## src/rtl/user_dma_tag_manager.sv

```systemverilog
// rtl/user_dma_tag_manager.sv - round-robin read tag allocator and completion router for a DMA engine
module user_dma_tag_manager #(
  parameter int NUM_SLAVES = 4,
  parameter int NUM_TAGS   = 32,
  parameter int ADDR_WIDTH = 32,
  parameter int LEN_WIDTH  = 12,
  parameter int TAG_WIDTH  = 8,
  parameter int DATA_WIDTH = 64
) (
  input  logic                             i_clk,
  input  logic                             i_rst_n,
  input  logic [NUM_SLAVES-1:0]            i_slave_rd_req,
  input  logic [ADDR_WIDTH*NUM_SLAVES-1:0] i_slave_rd_addr,
  input  logic [LEN_WIDTH*NUM_SLAVES-1:0]  i_slave_rd_len,
  output logic [NUM_SLAVES-1:0]            o_slave_rd_ack,
  output logic                             o_dma_req,
  input  logic                             i_dma_ack,
  output logic [ADDR_WIDTH-1:0]            o_dma_req_addr,
  output logic [LEN_WIDTH-1:0]             o_dma_req_len,
  output logic [TAG_WIDTH-1:0]             o_dma_req_tag,
  input  logic                             i_cpl_valid,
  input  logic [TAG_WIDTH-1:0]             i_cpl_tag,
  input  logic                             i_cpl_last,
  input  logic [DATA_WIDTH-1:0]            i_cpl_data,
  output logic [NUM_SLAVES-1:0]            o_slave_cpl_valid,
  output logic [DATA_WIDTH-1:0]            o_slave_cpl_data,
  output logic [TAG_WIDTH-1:0]             o_slave_cpl_tag,
  output logic [$clog2(NUM_TAGS+1)-1:0]    o_outstanding,
  output logic                             o_tag_full,
  output logic                             o_cpl_err
);

  localparam int SW = $clog2(NUM_SLAVES);
  localparam int OW = $clog2(NUM_TAGS+1);

  typedef enum logic [1:0] {IDLE, REQ, ACK} state_t;

  state_t              state;
  logic [NUM_TAGS-1:0] busy;
  logic [SW-1:0]       owner [NUM_TAGS];
  logic [SW-1:0]       last_grant;
  logic [SW-1:0]       winner;

  logic                  rr_found;
  logic [SW-1:0]         rr_idx;
  logic [ADDR_WIDTH-1:0] rr_addr;
  logic [LEN_WIDTH-1:0]  rr_len;
  logic                  free_found;
  logic [TAG_WIDTH-1:0]  free_tag;
  logic                  hit_busy;
  logic [SW-1:0]         hit_owner;
  logic                  alloc;
  logic                  cpl_ok;
  logic                  cpl_rel;
  int                    rr_target;

  // Round-robin pick: first requester at or after last_grant+1, wrapping
  always_comb begin
    rr_found  = 1'b0;
    rr_idx    = '0;
    rr_target = 0;
    for (int i = 0; i < NUM_SLAVES; i++) begin
      rr_target = int'(last_grant) + 1 + i;
      if (rr_target >= NUM_SLAVES) rr_target = rr_target - NUM_SLAVES;
      for (int s = 0; s < NUM_SLAVES; s++) begin
        if (!rr_found && s == rr_target && i_slave_rd_req[s]) begin
          rr_found = 1'b1;
          rr_idx   = SW'(s);
        end
      end
    end
    rr_addr = '0;
    rr_len  = '0;
    for (int s = 0; s < NUM_SLAVES; s++) begin
      if (rr_idx == SW'(s)) begin
        rr_addr = i_slave_rd_addr[s*ADDR_WIDTH +: ADDR_WIDTH];
        rr_len  = i_slave_rd_len[s*LEN_WIDTH +: LEN_WIDTH];
      end
    end
  end

  // Lowest-index free tag from the registered bitmap, and lookup of the completing tag
  always_comb begin
    free_found = 1'b0;
    free_tag   = '0;
    hit_busy   = 1'b0;
    hit_owner  = '0;
    for (int t = 0; t < NUM_TAGS; t++) begin
      if (!free_found && !busy[t]) begin
        free_found = 1'b1;
        free_tag   = TAG_WIDTH'(t);
      end
      if (i_cpl_tag == TAG_WIDTH'(t)) begin
        hit_busy  = busy[t];
        hit_owner = owner[t];
      end
    end
  end

  // Out-of-range tags never match above, so they fall out as "not busy"
  assign alloc      = (state == REQ) && i_dma_ack;
  assign cpl_ok     = i_cpl_valid && hit_busy;
  assign cpl_rel    = cpl_ok && i_cpl_last;
  assign o_tag_full = &busy;

  // Request FSM: latch winner and fields, present to Tx engine, pulse the slave ack
  always_ff @(posedge i_clk or negedge i_rst_n) begin
    if (!i_rst_n) begin
      state          <= IDLE;
      last_grant     <= SW'(NUM_SLAVES-1);
      winner         <= '0;
      o_dma_req      <= 1'b0;
      o_dma_req_addr <= '0;
      o_dma_req_len  <= '0;
      o_dma_req_tag  <= '0;
      o_slave_rd_ack <= '0;
    end else begin
      o_slave_rd_ack <= '0;
      unique case (state)
        IDLE: begin
          if (rr_found && free_found) begin
            winner         <= rr_idx;
            o_dma_req_addr <= rr_addr;
            o_dma_req_len  <= rr_len;
            o_dma_req_tag  <= free_tag;
            o_dma_req      <= 1'b1;
            state          <= REQ;
          end
        end
        REQ: begin
          if (i_dma_ack) begin
            o_dma_req  <= 1'b0;
            last_grant <= winner;
            for (int s = 0; s < NUM_SLAVES; s++) begin
              o_slave_rd_ack[s] <= (winner == SW'(s));
            end
            state <= ACK;
          end
        end
        ACK: state <= IDLE;
        default: state <= IDLE;
      endcase
    end
  end

  // Busy bitmap, owner table and outstanding count; alloc and release may share an edge
  always_ff @(posedge i_clk or negedge i_rst_n) begin
    if (!i_rst_n) begin
      busy          <= '0;
      o_outstanding <= '0;
      for (int t = 0; t < NUM_TAGS; t++) owner[t] <= '0;
    end else begin
      for (int t = 0; t < NUM_TAGS; t++) begin
        if (alloc && o_dma_req_tag == TAG_WIDTH'(t)) begin
          busy[t]  <= 1'b1;
          owner[t] <= winner;
        end else if (cpl_rel && i_cpl_tag == TAG_WIDTH'(t)) begin
          busy[t] <= 1'b0;
        end
      end
      case ({alloc, cpl_rel})
        2'b10:   o_outstanding <= o_outstanding + OW'(1);
        2'b01:   o_outstanding <= o_outstanding - OW'(1);
        default: o_outstanding <= o_outstanding;
      endcase
    end
  end

  // Completion routing to the owning slave, one cycle later; stray completions flag a sticky error
  always_ff @(posedge i_clk or negedge i_rst_n) begin
    if (!i_rst_n) begin
      o_slave_cpl_valid <= '0;
      o_slave_cpl_data  <= '0;
      o_slave_cpl_tag   <= '0;
      o_cpl_err         <= 1'b0;
    end else begin
      for (int s = 0; s < NUM_SLAVES; s++) begin
        o_slave_cpl_valid[s] <= cpl_ok && (hit_owner == SW'(s));
      end
      if (cpl_ok) begin
        o_slave_cpl_data <= i_cpl_data;
        o_slave_cpl_tag  <= i_cpl_tag;
      end
      if (i_cpl_valid && !hit_busy) o_cpl_err <= 1'b1;
    end
  end

endmodule

```

## config.mk

```make
export PLATFORM = sky130hd
export DESIGN_NAME = user_dma_tag_manager
export DESIGN_NICKNAME = d
export VERILOG_FILES = /design/src/rtl/user_dma_tag_manager.sv
export SDC_FILE = /design/constraint.sdc
export NUM_CORES = 1
export LEC_CHECK = 0
export CAP_MARGIN = 20
export CORE_AREA = 10 10 150 186
export CTS_BUF_LIST = sky130_fd_sc_hd__clkbuf_16
export CTS_CLUSTER_DIAMETER = 50
export DETAILED_ROUTE_END_ITERATION = 16
export DIE_AREA = 0 0 160 196
export GPL_TIMING_DRIVEN = 0
export PLACE_DENSITY_LB_ADDON = 0.25
export SYNTH_ARGS = -nofsm -noshare
export SYNTH_HDL_FRONTEND = slang
export SYNTH_SLANG_ARGS = --single-unit
```

## constraint.sdc

```tcl
create_clock -name i_clk -period 12.2 [get_ports i_clk]
set_input_delay 2.44 -clock i_clk [delete_from_list [all_inputs] [get_ports i_clk]]
set_output_delay 2.44 -clock i_clk [all_outputs]
set_load 0.01 [all_outputs]
```

==> run_results.csv <==
group,metric,value,unit
global_route,met2_usage,0.494,
critical_path,ff2ff_setup_slack,7.78,ns
timing,period_share,0.565,
floorplan,core-area,0.0243,mm2
timing,fin_crit,6.90,ns
logic_synthesis,synthCells,1099,
power_and_ir_drop,power.density,223,mW/mm2
flow_run,cap_violations,0,
power_and_ir_drop,power_leakage,7.30,nW
layout,multi_input_area,0.00549,mm2
drt,wl_per_cell,24.1,um
placed_design,routabilityCongestion,0.966,
timing,layout_setup_ws,5.30,ns
logic_synthesis,synth_top_area_share,0.497,
logic_synthesis,synth_top_family_by_area,"compound AO/OA/AOI/OAI gates",
logic_synthesis,synth_xor_xnor_area_share,0.00514,
layout,syn_to_final_growth,45.3,%
timing,drv_slew,0,
global_route,grt_util_met3,0.0769,
critical_path,critPathKind,"in -> reg",
hold_path,min_path_type,"reg -> reg",
cts,cts-root-buf,"clkbuf_16",
critical_path,r2r_cells,19,
logic_synthesis,synth-main-ff-cell,"dfrtp_1",
placed_design,post-place-ws,4.83,ns
timing,grt_setup_unrepaired,"false",
logic_synthesis,yosys.area_share.simple,0.125,
logic_synthesis,async_reset_ff_frac,1.00,
timing,holdWs,0.456,ns
logic_synthesis,synth_edf_count,0,
drt,drc,0,
logic_synthesis,yosys.area.top_type,"dfrtp_1",
cts,numCtsBuffers,30,
floorplan,rows,64,
critical_path,worstSetupStartpointType,"primary input",
critical_path,r2r-end,"o_outstanding[4]$_DFFE_PN0P_",
floorplan,dieArea,0.0314,mm2
timing,clock_skew,0.0202,ns
global_route,grt_max_degree,103,
critical_path,crit_required,12.61,ns
logic_synthesis,synth-compound-area-share,0.170,
timing,finalHoldViolCount,0,
hold_path,holdPathEnd,"o_cpl_err$_DFFE_PN0P_",
floorplan,io_pins,398,
layout,finalCoreUtilization,0.713,
cts,cts_htree_levels,1,
global_route,antenna_found_initial,1,
hold_path,min_path_cells,1,
layout,drive_gt1_frac,0.147,
logic_synthesis,synth_fa_ha_area_frac,0.00419,
cts,hold_buffers,0,
drt,vias,11000,
critical_path,arrival,7.31,ns
layout,seqCellArea,0.00598,mm2
drt,vias_per_cell,5.87,
critical_path,r2r-start,"busy[27]$_DFFE_PN0P_",
timing,slew_headroom,0.223,
layout,nNetsFinal,1790,
logic_synthesis,synth_area,0.0119,mm2
logic_synthesis,yosys_warnings,0,
cts,cts_tree,"done",
layout,antenna_cells,0,
critical_path,worstPathCellList,"clkdlybuf4s50_1 -> nor4_2 -> nand2_1 -> o32a_1 -> o2111a_1 -> nand4_1 -> and3_1 -> buf_6 -> buf_8 -> buf_8 -> and2_1 -> ha_1 -> clkbuf_1 -> xor2_1 -> ha_1 -> a21o_1 -> a21oi_1 -> mux2_2 -> a21oi_1 -> a311oi_1 -> xor2_1",
logic_synthesis,synth_cell_types,72,
floorplan,start_util,0.490,
timing,finalSetupViolCount,0,
cts,clkLatencyLatePin,0.55,ns
global_route,grt_pass1_wl,68700,um
logic_synthesis,yosys-top-cells-area,"dfrtp_1, mux2_2, a22oi_1",
global_route,track_usage,0.277,
timing,tightest_slew,1.16,ns
outcome,outcome,"completed",
drt,wirelength,45300,um
critical_path,cpPeakStageDelay,0.70,ns
global_route,grt_overflow,0,
drt,antenna_left,0,
floorplan,die_w,160,um
global_route,grt_util_met1,0.305,
critical_path,crit_fanout,10,
global_route,grt_pass1_vias,11500,
cts,clk_path_buf_depth,3,
placed_design,dpl.hpwl,35300,um
logic_synthesis,muxShareOfSynthArea,0.155,
critical_path,worstSetupEndpointType,"flop",
hold_path,worst_hold_startpoint,"o_cpl_err$_DFFE_PN0P_",
power_and_ir_drop,peakVddDrop,128,uV
drt,drtIter0Drc,759,
cts,cts.clk_slew.worst_paths,0.06,ns
cts,cts_setup_buffers,0,
cts,clock_sinks,239,
global_route,grt-busiest-layer,"met2",
timing,fmax,145,MHz
cts,cts_resized,0,
floorplan,die_h,196,um
logic_synthesis,seq_area_frac_synth,0.501,
layout,fillers,1861,
placed_design,port_buffers,393,
logic_synthesis,syn_area_per_cell,10.9,um2
critical_path,cp_slowest_cell,"nor4_2",
logic_synthesis,ys_seq_elements,239,
drt,firstDrtPassIters,5,
==> Yosys cell counts, drive strengths merged (7+ instances only) <==
cell type / instances
dfrtp: 237
mux2: 142
nor2: 99
a22oi: 91
nand2: 76
clkbuf: 53
a31oi: 50
nand3: 40
o21ai: 30
a21oi: 27
buf: 26
a21o: 20
inv: 18
nor3: 16
nand4: 13
nor2b: 13
nand2b: 12
o22ai: 12
a22o: 11
mux2i: 10
and3: 9
nor4: 7
==> metal layers <==
metal,share of wire,vias up
met2,0.50,645
met1,0.36,5335
met4,0.044,2
met3,0.095,115
li1,-,4939
met5,0.00035,-
==> placed cells by master (no fill, tap or decap), drive strengths merged, types with 10 or more instances in the layout <==
cell	instances
clkdlybuf4s50	392
clkbuf	85
inv	28
a22oi	91
nand4	13
nand2	76
nor2	99
dfrtp	237
nand3	40
nand2b	12
o22ai	12
nor2b	13
a22o	11
nor3	16
a21oi	27
a21o	20
buf	29
mux2i	10
mux2	142
o21ai	30
a31oi	50
==> worst max-delay path, delay by kind of cell <==
family | cells | cell delay, ns
AND/OR/NAND/NOR | 5 | 1.56
buffers and inverters | 5 | 1.21
AO/OA/AOI/OAI | 6 | 1.08
adder cells (fa/ha/maj) | 2 | 0.37
multiplexers | 1 | 0.35
XOR/XNOR | 2 | 0.30
==> logic make-up after synthesis <==
logic type      after synthesis
xor+xnor                      7
simple gates                308
fa+ha+maj                     4
buf+inv                      97
compound gates              289
flops                       239
mux                         154
other cells                   1
==> per-stage QoR <==
stage / total power [mW] / instance area (um2) / setup TNS (ns) / cells
6_report: 3.86 / 17300 / 0 / 1879
3_5_place_dp: 2.97 / 16400 / 0 / 1826
4_1_cts: 3.87 / 17300 / 0 / 1878
5_1_grt: 4.06 / 17300 / 0 / 1879
3_3_place_gp: 2.93 / 16300 / -311.80 / 1824
2_1_floorplan: 2.14 / 11900 / 0 / 1101
==> state kept, by name, summed over array words and instances, names as in the netlist <==
signal,count
o_cpl_err,1
o_slave_rd_ack,4
winner,2
busy,32
owner,64
last_grant,2
o_dma_req_addr,32
o_outstanding,6
o_slave_cpl_data,64
o_dma_req_len,12
state,2
o_slave_cpl_valid,4
o_dma_req_tag,5
o_slave_cpl_tag,8
o_dma_req,1
==> cell type report <==
type                       instances  share of cell area
clock buffer                      31              0.0447
tap                              330              0.0238
inverter                          18             0.00389
buffer                            79              0.0231
multi-input combinational        765               0.317
timing repair buffer             396               0.231
sequential                       239               0.345
clock inverter                    21              0.0123
==> power by group <==
group / switching (mW) / internal, mW
clock network: 0.347 / 0.542
registers: 0.235 / 1.13
logic: 0.777 / 0.834
==> how the worst max path moves through the flow <==
stage,slack (ns),start,endpoint
2_1_floorplan,6.11,i_cpl_tag[7],o_outstanding[4]$_DFFE_PN0P_
3_3_place_gp,-1.33,i_rst_n,o_dma_req_addr[16]$_DFFE_PN0P_
3_5_place_dp,4.83,i_cpl_tag[7],o_outstanding[4]$_DFFE_PN0P_
4_1_cts,5.38,i_cpl_tag[7],o_outstanding[4]$_DFFE_PN0P_
5_1_grt,4.94,i_cpl_tag[7],o_outstanding[4]$_DFFE_PN0P_
6_report,5.30,i_cpl_tag[7],o_outstanding[4]$_DFFE_PN0P_
Note: power is estimated with default switching activity, not from simulation.
